$ cat src/rtl/pipeline_controller.sv
// Pipeline stall/flush controller with memory-wait FSM and timeout trap.
// Optional perf counters: define PIPELINE_CTRL_PERF_CNT_EN.
module pipeline_controller #(
  parameter int CNT_W       = 16,
  parameter int MEM_TIMEOUT = 255
) (
  input  logic             clk,
  input  logic             rst,
  input  logic             hazard,
  input  logic             branch_taken,
  input  logic             mem_req,
  input  logic             mem_ready,
  input  logic             clr_cnt,
  output logic             freeze_if,
  output logic             freeze_id,
  output logic             freeze_exe,
  output logic             freeze_mem,
  output logic             flush_id,
  output logic             flush_exe,
  output logic             mem_err,
  output logic [1:0]       state,
  output logic [CNT_W-1:0] stall_cnt,
  output logic [CNT_W-1:0] wait_cnt,
  output logic [CNT_W-1:0] flush_cnt
);

  typedef enum logic [1:0] {
    RUN      = 2'd0,
    MEM_WAIT = 2'd1,
    ERR      = 2'd2,
    BAD      = 2'd3
  } state_e;

  localparam logic [CNT_W-1:0] TMO = CNT_W'(MEM_TIMEOUT);

  state_e           st_q, st_d;
  logic [CNT_W-1:0] tmo_q, tmo_d;
  logic             frz_front, frz_back;
  logic             flush, stall_ev;
  logic             mem_stall;

  assign mem_stall = mem_req & ~mem_ready;

  always_ff @(posedge clk or negedge rst) begin
    if (!rst) begin
      st_q    <= RUN;
      tmo_q   <= '0;
      mem_err <= 1'b0;
    end else begin
      st_q  <= st_d;
      tmo_q <= tmo_d;
      if (st_d == ERR)
        mem_err <= 1'b1;
    end
  end

  always_comb begin
    st_d      = st_q;
    tmo_d     = tmo_q;
    frz_front = 1'b0;
    frz_back  = 1'b0;
    flush     = 1'b0;
    stall_ev  = 1'b0;
    unique case (st_q)
      MEM_WAIT: begin
        frz_front = ~mem_ready;
        frz_back  = ~mem_ready;
        if (mem_ready) begin
          st_d  = RUN;
          tmo_d = '0;
        end else if (tmo_q == TMO) begin
          st_d = ERR;
        end else begin
          tmo_d = tmo_q + 1'b1;
        end
      end
      ERR: begin
        frz_front = 1'b1;
        frz_back  = 1'b1;
      end
      RUN, BAD: begin
        st_d  = RUN;
        tmo_d = '0;
        // Memory wait outranks branch, branch outranks hazard.
        if (mem_stall) begin
          frz_front = 1'b1;
          frz_back  = 1'b1;
          if (st_q == RUN) begin
            st_d  = MEM_WAIT;
            tmo_d = CNT_W'(1);
          end
        end else if (branch_taken) begin
          flush = 1'b1;
        end else if (hazard) begin
          frz_front = 1'b1;
          stall_ev  = 1'b1;
        end
      end
    endcase
  end

  assign freeze_if  = frz_front;
  assign freeze_id  = frz_front;
  assign freeze_exe = frz_back;
  assign freeze_mem = frz_back;
  assign flush_id   = flush;
  assign flush_exe  = flush;
  assign state      = st_q;

`ifdef PIPELINE_CTRL_PERF_CNT_EN
  function automatic logic [CNT_W-1:0] sat_inc(
    input logic [CNT_W-1:0] v,
    input logic             en
  );
    return (en && (v != '1)) ? v + 1'b1 : v;
  endfunction

  always_ff @(posedge clk or negedge rst) begin
    if (!rst) begin
      stall_cnt <= '0;
      wait_cnt  <= '0;
      flush_cnt <= '0;
    end else if (clr_cnt) begin
      stall_cnt <= '0;
      wait_cnt  <= '0;
      flush_cnt <= '0;
    end else begin
      stall_cnt <= sat_inc(stall_cnt, stall_ev);
      wait_cnt  <= sat_inc(wait_cnt, st_q == MEM_WAIT);
      flush_cnt <= sat_inc(flush_cnt, flush);
    end
  end
`else
  logic unused_perf;
  assign unused_perf = ^{clr_cnt, stall_ev};
  assign stall_cnt   = '0;
  assign wait_cnt    = '0;
  assign flush_cnt   = '0;
`endif

endmodule
$ cat config.mk
export PLATFORM = sky130hd
export DESIGN_NAME = pipeline_controller
export DESIGN_NICKNAME = d
export VERILOG_FILES = /design/src/rtl/pipeline_controller.sv
export SDC_FILE = /design/constraint.sdc
export NUM_CORES = 1
export LEC_CHECK = 0
export ABC_AREA = 1
export CAP_MARGIN = 20
export CELL_PAD_IN_SITES_DETAIL_PLACEMENT = 1
export CELL_PAD_IN_SITES_GLOBAL_PLACEMENT = 1
export CORE_MARGIN = 3
export CORE_UTILIZATION = 28
export DETAILED_ROUTE_END_ITERATION = 16
export PLACE_DENSITY_LB_ADDON = 0.2
export SYNTH_ARGS = -nofsm -noshare
export SYNTH_HDL_FRONTEND = slang
export SYNTH_SLANG_ARGS = --single-unit
$ cat constraint.sdc
create_clock -name clk -period 1.93 [get_ports clk]
set_clock_uncertainty 0.2 [all_clocks]
set_input_delay 0.386 -clock clk [delete_from_list [all_inputs] [get_ports clk]]
set_output_delay 0.386 -clock clk [all_outputs]
set_load 0.1 [all_outputs]
# Word-level counts from Yosys, hierarchy flattened
# Index checks and enable logic that the tools add are counted.
[word_totals] out_inout_bits=57 mem_bits_rw=0 latchBits=0 mem_bits_ro=0 in_bits=7 reg_bits=19 memories=0 wordCells=35
[op_classes] n_div=0 shifts=0 eq_ne=6 bitwise_logic=2 n_lt_le_gt_ge=0 n_mux=19 n_mul=0 add_sub_neg=1 n_reduce_logical=4
[ops] cell="$mux 16" n=2
[ops] cell="$pmux 16 s2" n=1
[ops] cell="$add 16x1->16 const B" n=1
[ops] cell="$eq 16x8->1 const B" n=1
[ops] cell="$mux 1" n=11
[ops] cell="$eq 2x2->1 const B" n=3
[ops] cell="$pmux 1 s3" n=2
[ops] cell="$mux 2" n=2
[ops] cell="$pmux 2 s2" n=1
[ops] cell="$ne 3x3->1 const B" n=1
[ops] cell="$eq 2x1->1 const B" n=1
[ops] cell="$logic_not 2->1" n=1
[ops] cell="$reduce_and 2->1" n=1
[ops] cell="$reduce_bool 2->1" n=1
[ops] cell="$reduce_or 2->1" n=1
[ops] cell="$and 1x1->1" n=1
[ops] cell="$not 1->1" n=1

# Logic depth before layout (Yosys ltp)
# Gate-level depths: netlist (run 1).
[logic_depth] word_depth=5 ltp_mapped=11 depth_no_buf=11

# Worst setup path before layout (run 1)
# No wires, ideal clock.
[synth_path] path_kind="flip-flop to output port" start="reg st_q[0] (netlist: state[0])" end="out freeze_if" required_time_ns=1.344 path_buffers=1 t_arrival_ns=4.507 path_stages_with_launch=7 path_slack_ns=-3.163 path_cell_list="dfrtp_1 -> inv_1 -> ha_1 -> inv_1 -> nand2_1 -> o31ai_1 -> buf_4"
[synth_between] elab_chain_cells=3 word_cells_on_any_way=6 classes_between="eq/ne: 3; mux: 1; reduce/logical: 2"
[synth_lines] element="start: declaration" line_no="36" text="state_e st_q, st_d;"
[synth_lines] element="start signal: assignment" line_no="50" text="st_q <= st_d;"
[synth_lines] element="$eq 2x2->1 / $logic_not 2->1 (equally long branches)" line_no="64" text="unique case (st_q)"
[synth_lines] element="$reduce_or 2->1" line_no="64"
[synth_lines] element="$pmux 1 s3 *" line_no="64"
[synth_lines] element="end: declaration" line_no="14" text="output logic freeze_if,"
# Every way passes the cells marked *; elsewhere a longest branch is shown, timed or not.

# Worst setup path in the final report (run 1)
# Ends and elaborated chain as after synthesis.

==> flow_summary.toml, run 1 <==
[worst_setup_path]
cp-start-kind = "flip-flop"
arrival_ps = 1810
setup.worst_path.class = "reg2out"
critPathMaxStageDelay_ps = 500
path_cells = "buf_6, inv_6, ha_4, inv_4, nand2_4, o31ai_4, buf_12"
worst_r2r_path_depth = 13
critPathSlowestCell = "dfrtp_4"
worst-path-buf-inv = 4
cp_max_fo = 3
r2r-start = "state[0]$_DFF_PN0_"
worstReg2RegEnd = "tmo_q[1]$_DFFE_PN0P_"
timing.critical_path.required_ps = 1340
r2r_slack_ps = -290
crit_path_end_kind = "output pin"
crit_family = "flip-flops"

[synth]
compound_gate_fraction_of_synth_area_pct = 5.84
post_synth_instance_area_um2 = 1820
synth.area.top_cells = "dfrtp_1 (26%), buf_4 (22%), nand2_1 (12%)"
ys_top_cells_by_count = "nand2_1 (59), buf_4 (53), nor2_1 (32), inv_1 (27), dfrtp_1 (19)"
synth_simple_gate_area_share_pct = 33.5
synth_area_in_xor_xnor_pct = 1.44
netlist.top_cell.by_area = "dfrtp_1"
synth.yosys.seq_area_share_pct = 26.1
synth_most_common_cell = "nand2_1"
synth-main-ff-cell = "dfrtp_1"
synthMuxAreaShare_pct = 0
synth_cell_types = 33
post_synth_fa_ha_maj_area_fraction_pct = 2.75
ys_seq_elements = 19
syn_area_per_cell_um2 = 7.09
netlist.area_leader.share_pct = 26.1
synth_cells = 257
synthesis.yosys.warnings = 0
synth_top_family_by_area = "simple AND/OR/NAND/NOR gates"
post_synth_edffs = 0
async_reset_ff_share_pct = 100

[detailed_routing]
route.vias.total = 1588
drt_pass1_iterations = 4
avgViaCountPerCell = 4.22
drc_errors = 0
drt.antenna.violating_nets = 0
avgRoutedWirePerCell_um = 13.6
finalWirelength_um = 5100
detail_route.iter0.violations = 39

[timing]
fin_tns_setup_ps = -6340
layout_worst_path_cycle_share_pct = 124
grt_setup_unrepaired = "yes"
hold_violations = 0
post-route-worst-setup-slack_ps = -471
slew_violations = 0
setup-violations-final = 22
clock.fmax_mhz = 417
finalWorstPathRequiredPeriod_ps = 2400
holdWs_ps = 257

[power_and_ir_drop]
fraction_of_power_spent_switching_nets_pct = 52.7
combPwrFrac_pct = 55.5
internal_power_uw = 754
switching_power_uw = 841
sequentialPowerShare_pct = 25.7
clock_power_share_pct = 18.8
vdd_ir_drop_max_v = 0.000388
pwr_density_cell_nw_per_um2 = 628
leakagePower_uw = 0.00127

[cells_and_area]
final_layout_size_suffix_gt1_share_pct = 35.5
layout.nets = 313
layout.filler_cells = 759
layout.cell_area.non_filler_um2 = 2540
insertedDiodeCount = 0
syn2layout_area_growth_pct = 39.6

[die]
initial_utilization_pct = 29.9
top_level_ports = 64
fp.coreArea_um2 = 6100
die_x_um = 86.7
die_y_um = 86.7
die-area_um2 = 7510
rows = 28

[place]
routabilityCongestion = 0.809
post_dp_cell_area_um2 = 2140
post-dp-hpwl_um = 3640
port_buffers = 14

[global_routing]
wire_length_of_the_first_global_routing_pass_um = 7890
antenna_found_initial = 0
grt_util_all_layers_pct = 13.4
globalRouteOverflowTotal = 0
grt_pass1_vias = 1531
pin_count_of_the_biggest_net_entering_global_routing = 20

[clocking]
clk_pin_slew_ps = 90
cts_made_buffers = 3
clock_tree.htree_level_count = 1
root_buffer = "clkbuf_8"
ctsLongestPathBuffers = 2
cts_hold_repair.buffers = 0
clk-insertion-delay-late_ps = 260
tritoncts_num_sinks = 19
tritoncts = "done"

[outcome]
failed_checks = "setup timing"
status = "finished with violations"

[min_path]
worst_min_path_class = "in2async"

[run]
cap_violations = 0
[what timing repair did]
action                     in CTS  in global routing
setup endpoints to repair      22                 23
pin swaps                       7                  8
resized for setup              34                 28
buffers inserted                6                  8
gates cloned                    2                  0
[flip-flops by register name, indices dropped and copies added, names as in the netlist]
signal / cells
mem_err: 1
state: 2
tmo_q: 16
[cells by family after synthesis]
logic type | count (synthesis)
buf+inv | 85
flops | 19
other cells | 1
fa+ha+maj | 4
compound gates | 18
simple gates | 127
xor+xnor | 3
[through the flow]
step / cells / total power [uW] / worst slack (ps) / utilization (%)
after floorplan: 304 / 1160 / -938 / -
after global placement: 357 / 1190 / -474 / 35.1
after detailed placement: 357 / 1190 / -490 / 35.1
after CTS: 369 / 1570 / -478 / 39.1
after global routing: 376 / 1660 / -530 / 41.7
final: 376 / 1600 / -471 / 41.7
[layout make-up]
class	count	area, um2	area share (%)
clock buffer	4	45.0	1.77
inverter	29	141	5.56
multi-input combinational	200	1160	45.8
sequential	19	483	19.0
tap	75	93.8	3.69
timing repair buffer	48	598	23.5
timing repair inverter	1	16.3	0.640
[worst max path at each step]
stage               cells after the start          startpoint         end
floorplan                               6  state[1]$_DFF_PN0_   freeze_if
global placement                        7           mem_ready  freeze_exe
detailed placement                      7           mem_ready  freeze_mem
CTS                                     7  state[0]$_DFF_PN0_   freeze_if
global route                            7  state[0]$_DFF_PN0_   freeze_id
finish                                  7  state[0]$_DFF_PN0_   freeze_if
[cells in the final DEF, fill, tap and decap left out, types with 2 or more instances in the layout]
master,n
nor2_4,4
a21oi_2,3
nand2_1,42
o21ai_2,5
clkbuf_8,3
nor2_1,27
clkdlybuf4s50_1,4
nand4_1,6
ha_4,2
buf_6,3
dfrtp_4,2
nand3_1,13
nand3_2,5
nand2_2,12
xor2_1,3
nand2_8,2
nand2_4,7
o21ai_1,3
o21bai_1,2
dfrtp_1,17
nor2_2,4
inv_1,21
inv_6,2
conb_1,48
buf_4,23
o21ai_0,2
inv_4,2
buf_12,15
[power by group through the flow]
stage,clock network [uW],registers (uW),logic (uW)
5_1_grt,329,411,916
3_5_place_dp,0,417,775
6_report,300,410,886
2_1_floorplan,0,430,725
4_1_cts,312,410,845
3_3_place_gp,0,417,774
[routing by layer]
metal	global-route usage (%)	share of wire, %	wire length (um)
met1	18.6	44	2240
met2	22.3	51	2600
met3	2.00	4.4	222
met4	2.12	0.71	36
met5	0	0	0
Power figures use the tool's default switching activity.
==> run 2, diff against run 1 <==
--- a/config.mk
+++ b/config.mk
@@ -5,12 +5,11 @@
 export SDC_FILE = /design/constraint.sdc
 export NUM_CORES = 1
 export LEC_CHECK = 0
-export ABC_AREA = 1
 export CAP_MARGIN = 20
 export CELL_PAD_IN_SITES_DETAIL_PLACEMENT = 1
 export CELL_PAD_IN_SITES_GLOBAL_PLACEMENT = 1
 export CORE_MARGIN = 3
-export CORE_UTILIZATION = 28
+export CORE_UTILIZATION = 29
 export DETAILED_ROUTE_END_ITERATION = 16
 export PLACE_DENSITY_LB_ADDON = 0.2
 export SYNTH_ARGS = -nofsm -noshare
==> flow_summary.toml, run 2 <==
[worst_setup_path]
cp-start-kind = "flip-flop"
cp_max_fo = 3
critPathSlowestCell = "dfrtp_4"
cpMostUsedCell = "inv_4"
path_cells = "inv_4, ha_4, inv_4, a21oi_4, o22ai_4, a31o_4, buf_12"
critPathMaxStageDelay_ps = 440
timing.critical_path.required_ps = 1340
worst-path-buf-inv = 3
setup.worst_path.class = "reg2out"
r2r_slack_ps = -50
crit_family = "compound AO/OA/AOI/OAI gates"
crit_path_end_kind = "output pin"
arrival_ps = 1710

[detailed_routing]
drc_errors = 0
finalWirelength_um = 4610
route.vias.total = 1464
detail_route.iter0.violations = 56
drt_pass1_iterations = 4
drt.antenna.violating_nets = 0
avgRoutedWirePerCell_um = 15.2
avgViaCountPerCell = 4.82

[cells_and_area]
layout.filler_cells = 646
insertedDiodeCount = 0
final_util_pct = 41.9
syn2layout_area_growth_pct = 35.4
multi_input_area_um2 = 982
largest_register = "tmo_q"
layout.nets = 246
mostFrequentLayoutCell = "conb_1"
final_layout_size_suffix_gt1_share_pct = 36.3
final_cell_mix = "conb_1 (48), buf_4 (36), dfrtp_1 (17)"
ff_latch_area_um2 = 483
layoutNonFillerInstCount = 304
largest_reg_flops = 16

[die]
die_x_um = 81.0
top_level_ports = 64
die_y_um = 81.0
initial_utilization_pct = 31.0
fp.coreArea_um2 = 5270
die-area_um2 = 6560
rows = 26

[global_routing]
grt_pass1_vias = 1456
antenna_found_initial = 0
grt_util_all_layers_pct = 14.7
pin_count_of_the_biggest_net_entering_global_routing = 20
wire_length_of_the_first_global_routing_pass_um = 7420
globalRouteOverflowTotal = 0

[synth]
synthesis.yosys.warnings = 0
ys_seq_elements = 19
synth_cells = 183
synth-main-ff-cell = "dfrtp_1"
post_synth_instance_area_um2 = 1630
async_reset_ff_share_pct = 100
synth.yosys.seq_area_share_pct = 29.1
netlist.area_leader.share_pct = 29.1
synth.area.top_cells = "dfrtp_1 (29%), buf_4 (23%), a31oi_1 (6.1%)"
netlist.top_cell.by_area = "dfrtp_1"
syn_area_per_cell_um2 = 8.92
synth_cell_types = 42
synth_most_common_cell = "buf_4"
ys_top_cells_by_count = "buf_4 (51), dfrtp_1 (19), a31oi_1 (16), inv_1 (10), nand2_1 (8)"
post_synth_edffs = 0

[clocking]
root_buffer = "clkbuf_8"
tritoncts = "done"
ctsLongestPathBuffers = 2
cts_hold_repair.buffers = 0
clock_tree.htree_level_count = 1
tritoncts_num_sinks = 19
cts_made_buffers = 3
clk-insertion-delay-late_ps = 270
clk_pin_slew_ps = 90

[run]
cap_violations = 0

[min_path]
worst_min_path_class = "in2async"

[timing]
setup-violations-final = 15
layout_worst_path_cycle_share_pct = 119
grt_setup_unrepaired = "yes"
post-route-worst-setup-slack_ps = -365
finalWorstPathRequiredPeriod_ps = 2290
fin_tns_setup_ps = -2190
clock.fmax_mhz = 436
slew_violations = 0
hold_violations = 0

[place]
numPlacedInstances = 294
post-dp-hpwl_um = 3440
worst_slack_after_detailed_placement_ps = -347
routabilityCongestion = 0.807
port_buffers = 14

[power_and_ir_drop]
leakagePower_uw = 0.000985
vdd_ir_drop_max_v = 0.000285
power.total_uw = 1470
pwr_density_cell_nw_per_um2 = 667

[outcome]
status = "finished with violations"
failed_checks = "setup timing"
[run 2: changes by cell type in the layout (fill, tap and decap cells not counted), sizes merged, moves of 7 or more]
cell   delta
a31oi    +16
inv      -17
nand2    -55
nand3    -14
nor2     -32
nor4      +7
[run 2: area by class of cell]
type / count / share of cell area [%]
clock inverters: 1 / 0.340
flip-flops and latches: 19 / 21.9
clock buffers: 3 / 1.87
well taps: 70 / 3.96
multi-input cells: 147 / 44.5
repair buffers: 54 / 25.5
inverters: 10 / 2.04
[run 2: logic make-up (layout without fill, tap and decap cells)]
logic type | after synthesis | count (layout) | synth area share, %
multiplexers | 2 | 2 | 1.53
AND/OR/NAND/NOR | 48 | 49 | 18.5
buffers and inverters | 65 | 68 | 28.8
AO/OA/AOI/OAI | 44 | 44 | 18.7
flip-flops | 19 | 19 | 29.1
other | 1 | 48 | 0.230
adder cells (fa/ha/maj) | 4 | 4 | 3.07
[run 2: stage by stage]
step / instance area (um2) / hold WS, ps
2_1_floorplan: 1890 / -110
4_1_cts: 2170 / 259
3_3_place_gp: 2040 / 311
6_report: 2210 / 245
5_1_grt: 2210 / 262
3_5_place_dp: 2040 / 318
[run 2: what timing repair did]
action	CTS	global route
pin swaps	3	5
gates cloned	1	0
setup buffers	5	1
gates resized for setup	8	8
endpoints found under the setup margin	20	25
[run 2: power by group]
| part | total (uW) | internal [uW] | switching [uW] | leakage, uW |
|---|---|---|---|---|
| Combinational | 757 | 150 | 607 | 0.000703 |
| Clock | 307 | 146 | 161 | 0.0000217 |
| Sequential | 409 | 404 | 4.81 | 0.000260 |
| Total | 1470 | 700 | 773 | 0.000985 |
[run 2: final timing paths]
kind | from | endpoint | depth (start not counted)
max | state[1]$_DFF_PN0_ | freeze_if | 7
min in group clk | mem_err$_DFFE_PN0N_ | mem_err$_DFFE_PN0N_ | 1
min | rst | tmo_q[4]$_DFFE_PN0P_ | 2
max reg2reg | state[1]$_DFF_PN0_ | tmo_q[15]$_DFFE_PN0P_ | 8
min reg2reg | mem_err$_DFFE_PN0N_ | mem_err$_DFFE_PN0N_ | 1
max in group asynchronous | rst | state[0]$_DFF_PN0_ | 2
[run 2: metal layers]
layer  global-route usage [%]  vias to the layer above  wire (um)
met5                        0                        -          0
met2                     24.6                       58       2350
met4                     7.26                        0        110
met1                     19.0                      731       1960
li1                         -                      669          -
met3                    0.998                        6        190
==> run 3, diff against run 2 <==
--- a/config.mk
+++ b/config.mk
@@ -5,11 +5,10 @@
 export SDC_FILE = /design/constraint.sdc
 export NUM_CORES = 1
 export LEC_CHECK = 0
-export CAP_MARGIN = 20
 export CELL_PAD_IN_SITES_DETAIL_PLACEMENT = 1
-export CELL_PAD_IN_SITES_GLOBAL_PLACEMENT = 1
+export CELL_PAD_IN_SITES_GLOBAL_PLACEMENT = 2
 export CORE_MARGIN = 3
-export CORE_UTILIZATION = 29
+export CORE_UTILIZATION = 22
 export DETAILED_ROUTE_END_ITERATION = 16
 export PLACE_DENSITY_LB_ADDON = 0.2
 export SYNTH_ARGS = -nofsm -noshare
==> flow_summary.toml, run 3 (synthesis results as in run 2) <==
[detailed_routing]
detail_route.iter0.violations = 52
route.vias.total = 1451
avgRoutedWirePerCell_um = 15.4
drt.antenna.violating_nets = 0
finalWirelength_um = 5190
drt_pass1_iterations = 4
drc_errors = 0
avgViaCountPerCell = 4.31

[die]
fp.coreArea_um2 = 6980
initial_utilization_pct = 23.4
die_x_um = 92.1
rows = 30
top_level_ports = 64
die_y_um = 92.1
die-area_um2 = 8490

[power_and_ir_drop]
clock_power_share_pct = 20.1
vdd_ir_drop_max_v = 0.000210
sequentialPowerShare_pct = 27.1
combPwrFrac_pct = 52.8
fraction_of_power_spent_switching_nets_pct = 52.1
pwr_density_cell_nw_per_um2 = 614
leakagePower_uw = 0.00105
internal_power_uw = 724
switching_power_uw = 788
power.total_uw = 1510

[global_routing]
antenna_found_initial = 0
grt_pass1_vias = 1532
wire_length_of_the_first_global_routing_pass_um = 8030
grt_util_all_layers_pct = 11.9
globalRouteOverflowTotal = 0
pin_count_of_the_biggest_net_entering_global_routing = 20

[worst_setup_path]
timing.critical_path.required_ps = 1340
cp-start-kind = "flip-flop"
arrival_ps = 1740
cp_max_fo = 3
crit_path_end_kind = "output pin"
setup.worst_path.class = "reg2out"

[outcome]
status = "finished with violations"
failed_checks = "setup timing"

[cells_and_area]
syn2layout_area_growth_pct = 50.8
layout.nets = 253
largest_register = "tmo_q"
final_layout_size_suffix_gt1_share_pct = 43.2
largest_reg_flops = 16
ff_latch_area_um2 = 483
layoutNonFillerInstCount = 337
multi_input_area_um2 = 1130
layout.filler_cells = 835
layout.cell_area.non_filler_um2 = 2460
insertedDiodeCount = 0
final_cell_mix = "conb_1 (48), buf_4 (39), dfrtp_1 (17)"
mostFrequentLayoutCell = "conb_1"

[timing]
clock.fmax_mhz = 431
grt_setup_unrepaired = "yes"
hold_violations = 0
layout_worst_path_cycle_share_pct = 120
setup-violations-final = 22
slew_violations = 0
post-route-worst-setup-slack_ps = -392
finalWorstPathRequiredPeriod_ps = 2320

[clocking]
tritoncts_num_sinks = 19
clock_tree.htree_level_count = 1
clk_pin_slew_ps = 80
ctsLongestPathBuffers = 2
cts_made_buffers = 3
tritoncts = "done"
cts_hold_repair.buffers = 0
clk-insertion-delay-late_ps = 270
root_buffer = "clkbuf_8"

[place]
post_dp_cell_area_um2 = 2110
worst_slack_after_detailed_placement_ps = -295
port_buffers = 14
post-dp-hpwl_um = 3770
numPlacedInstances = 325
routabilityCongestion = 0.700

[min_path]
worst_min_path_class = "in2async"

[run]
cap_violations = 0
-- run 3: worst max-delay path: stages (launching register included) --
cell and delay (ps):
dfrtp_4 460, inv_6 40, ha_4 280, inv_4 40
a21oi_4 150, o22ai_4 90, a31o_4 240, buf_12 170
-- run 3: cell type report --
type / count / share of cell area, %
inverter: 10 / 1.93
tap: 96 / 4.88
multi-input combinational: 147 / 46.1
sequential: 19 / 19.6
clock buffer: 4 / 1.83
timing repair buffer: 61 / 25.6
-- run 3: power groups by stage --
stage / clock [uW] / sequential, uW / combinational [uW]
after floorplan: 0 / 430 / 676
after global placement: 0 / 417 / 741
after detailed placement: 0 / 418 / 749
after CTS: 308 / 411 / 767
after global routing: 332 / 410 / 824
final: 303 / 409 / 799
-- run 3: per-stage QoR --
step                setup TNS, ps  util [%]  hold slack, ps
global placement            -4470      30.2             300
finish                      -3730      35.2             271
detailed placement          -5010      30.2             309
CTS                         -2380      32.2             289
floorplan                   -5600         -            -110
global route                -5420      35.2             299
-- run 3: path summary, 6_finish.rpt --
kind / endpoint / slack (ps) / depth (start not counted) / from
max reg2reg: tmo_q[2]$_DFFE_PN0P_ / -200 / 10 / state[1]$_DFF_PN0_
max: freeze_if / -390 / 7 / state[1]$_DFF_PN0_
min: state[1]$_DFF_PN0_ / 270 / 2 / rst
max in group asynchronous: state[0]$_DFF_PN0_ / 1010 / 2 / rst
min in group clk: mem_err$_DFFE_PN0N_ / 340 / 1 / mem_err$_DFFE_PN0N_
min reg2reg: mem_err$_DFFE_PN0N_ / 340 / 1 / mem_err$_DFFE_PN0N_
-- run 3: routing by layer --
metal / global-route usage (%) / up-vias / wire, um
met2: 22.3 / 40 / 2700
met1: 14.2 / 717 / 2220
met4: 3.84 / 0 / 53
li1: - / 689 / -
met5: 0 / - / 0
met3: 0.984 / 5 / 211
-- run 3: timing repair --
| item | 4_1_cts | 5_1_grt |
|---|---|---|
| hold endpoints to repair | 0 | 0 |
| setup endpoints to repair | 21 | 24 |
| buffers inserted | 3 | 3 |
| pin swaps | 3 | 9 |
| resized for setup | 11 | 31 |
| gates cloned | 2 | 0 |
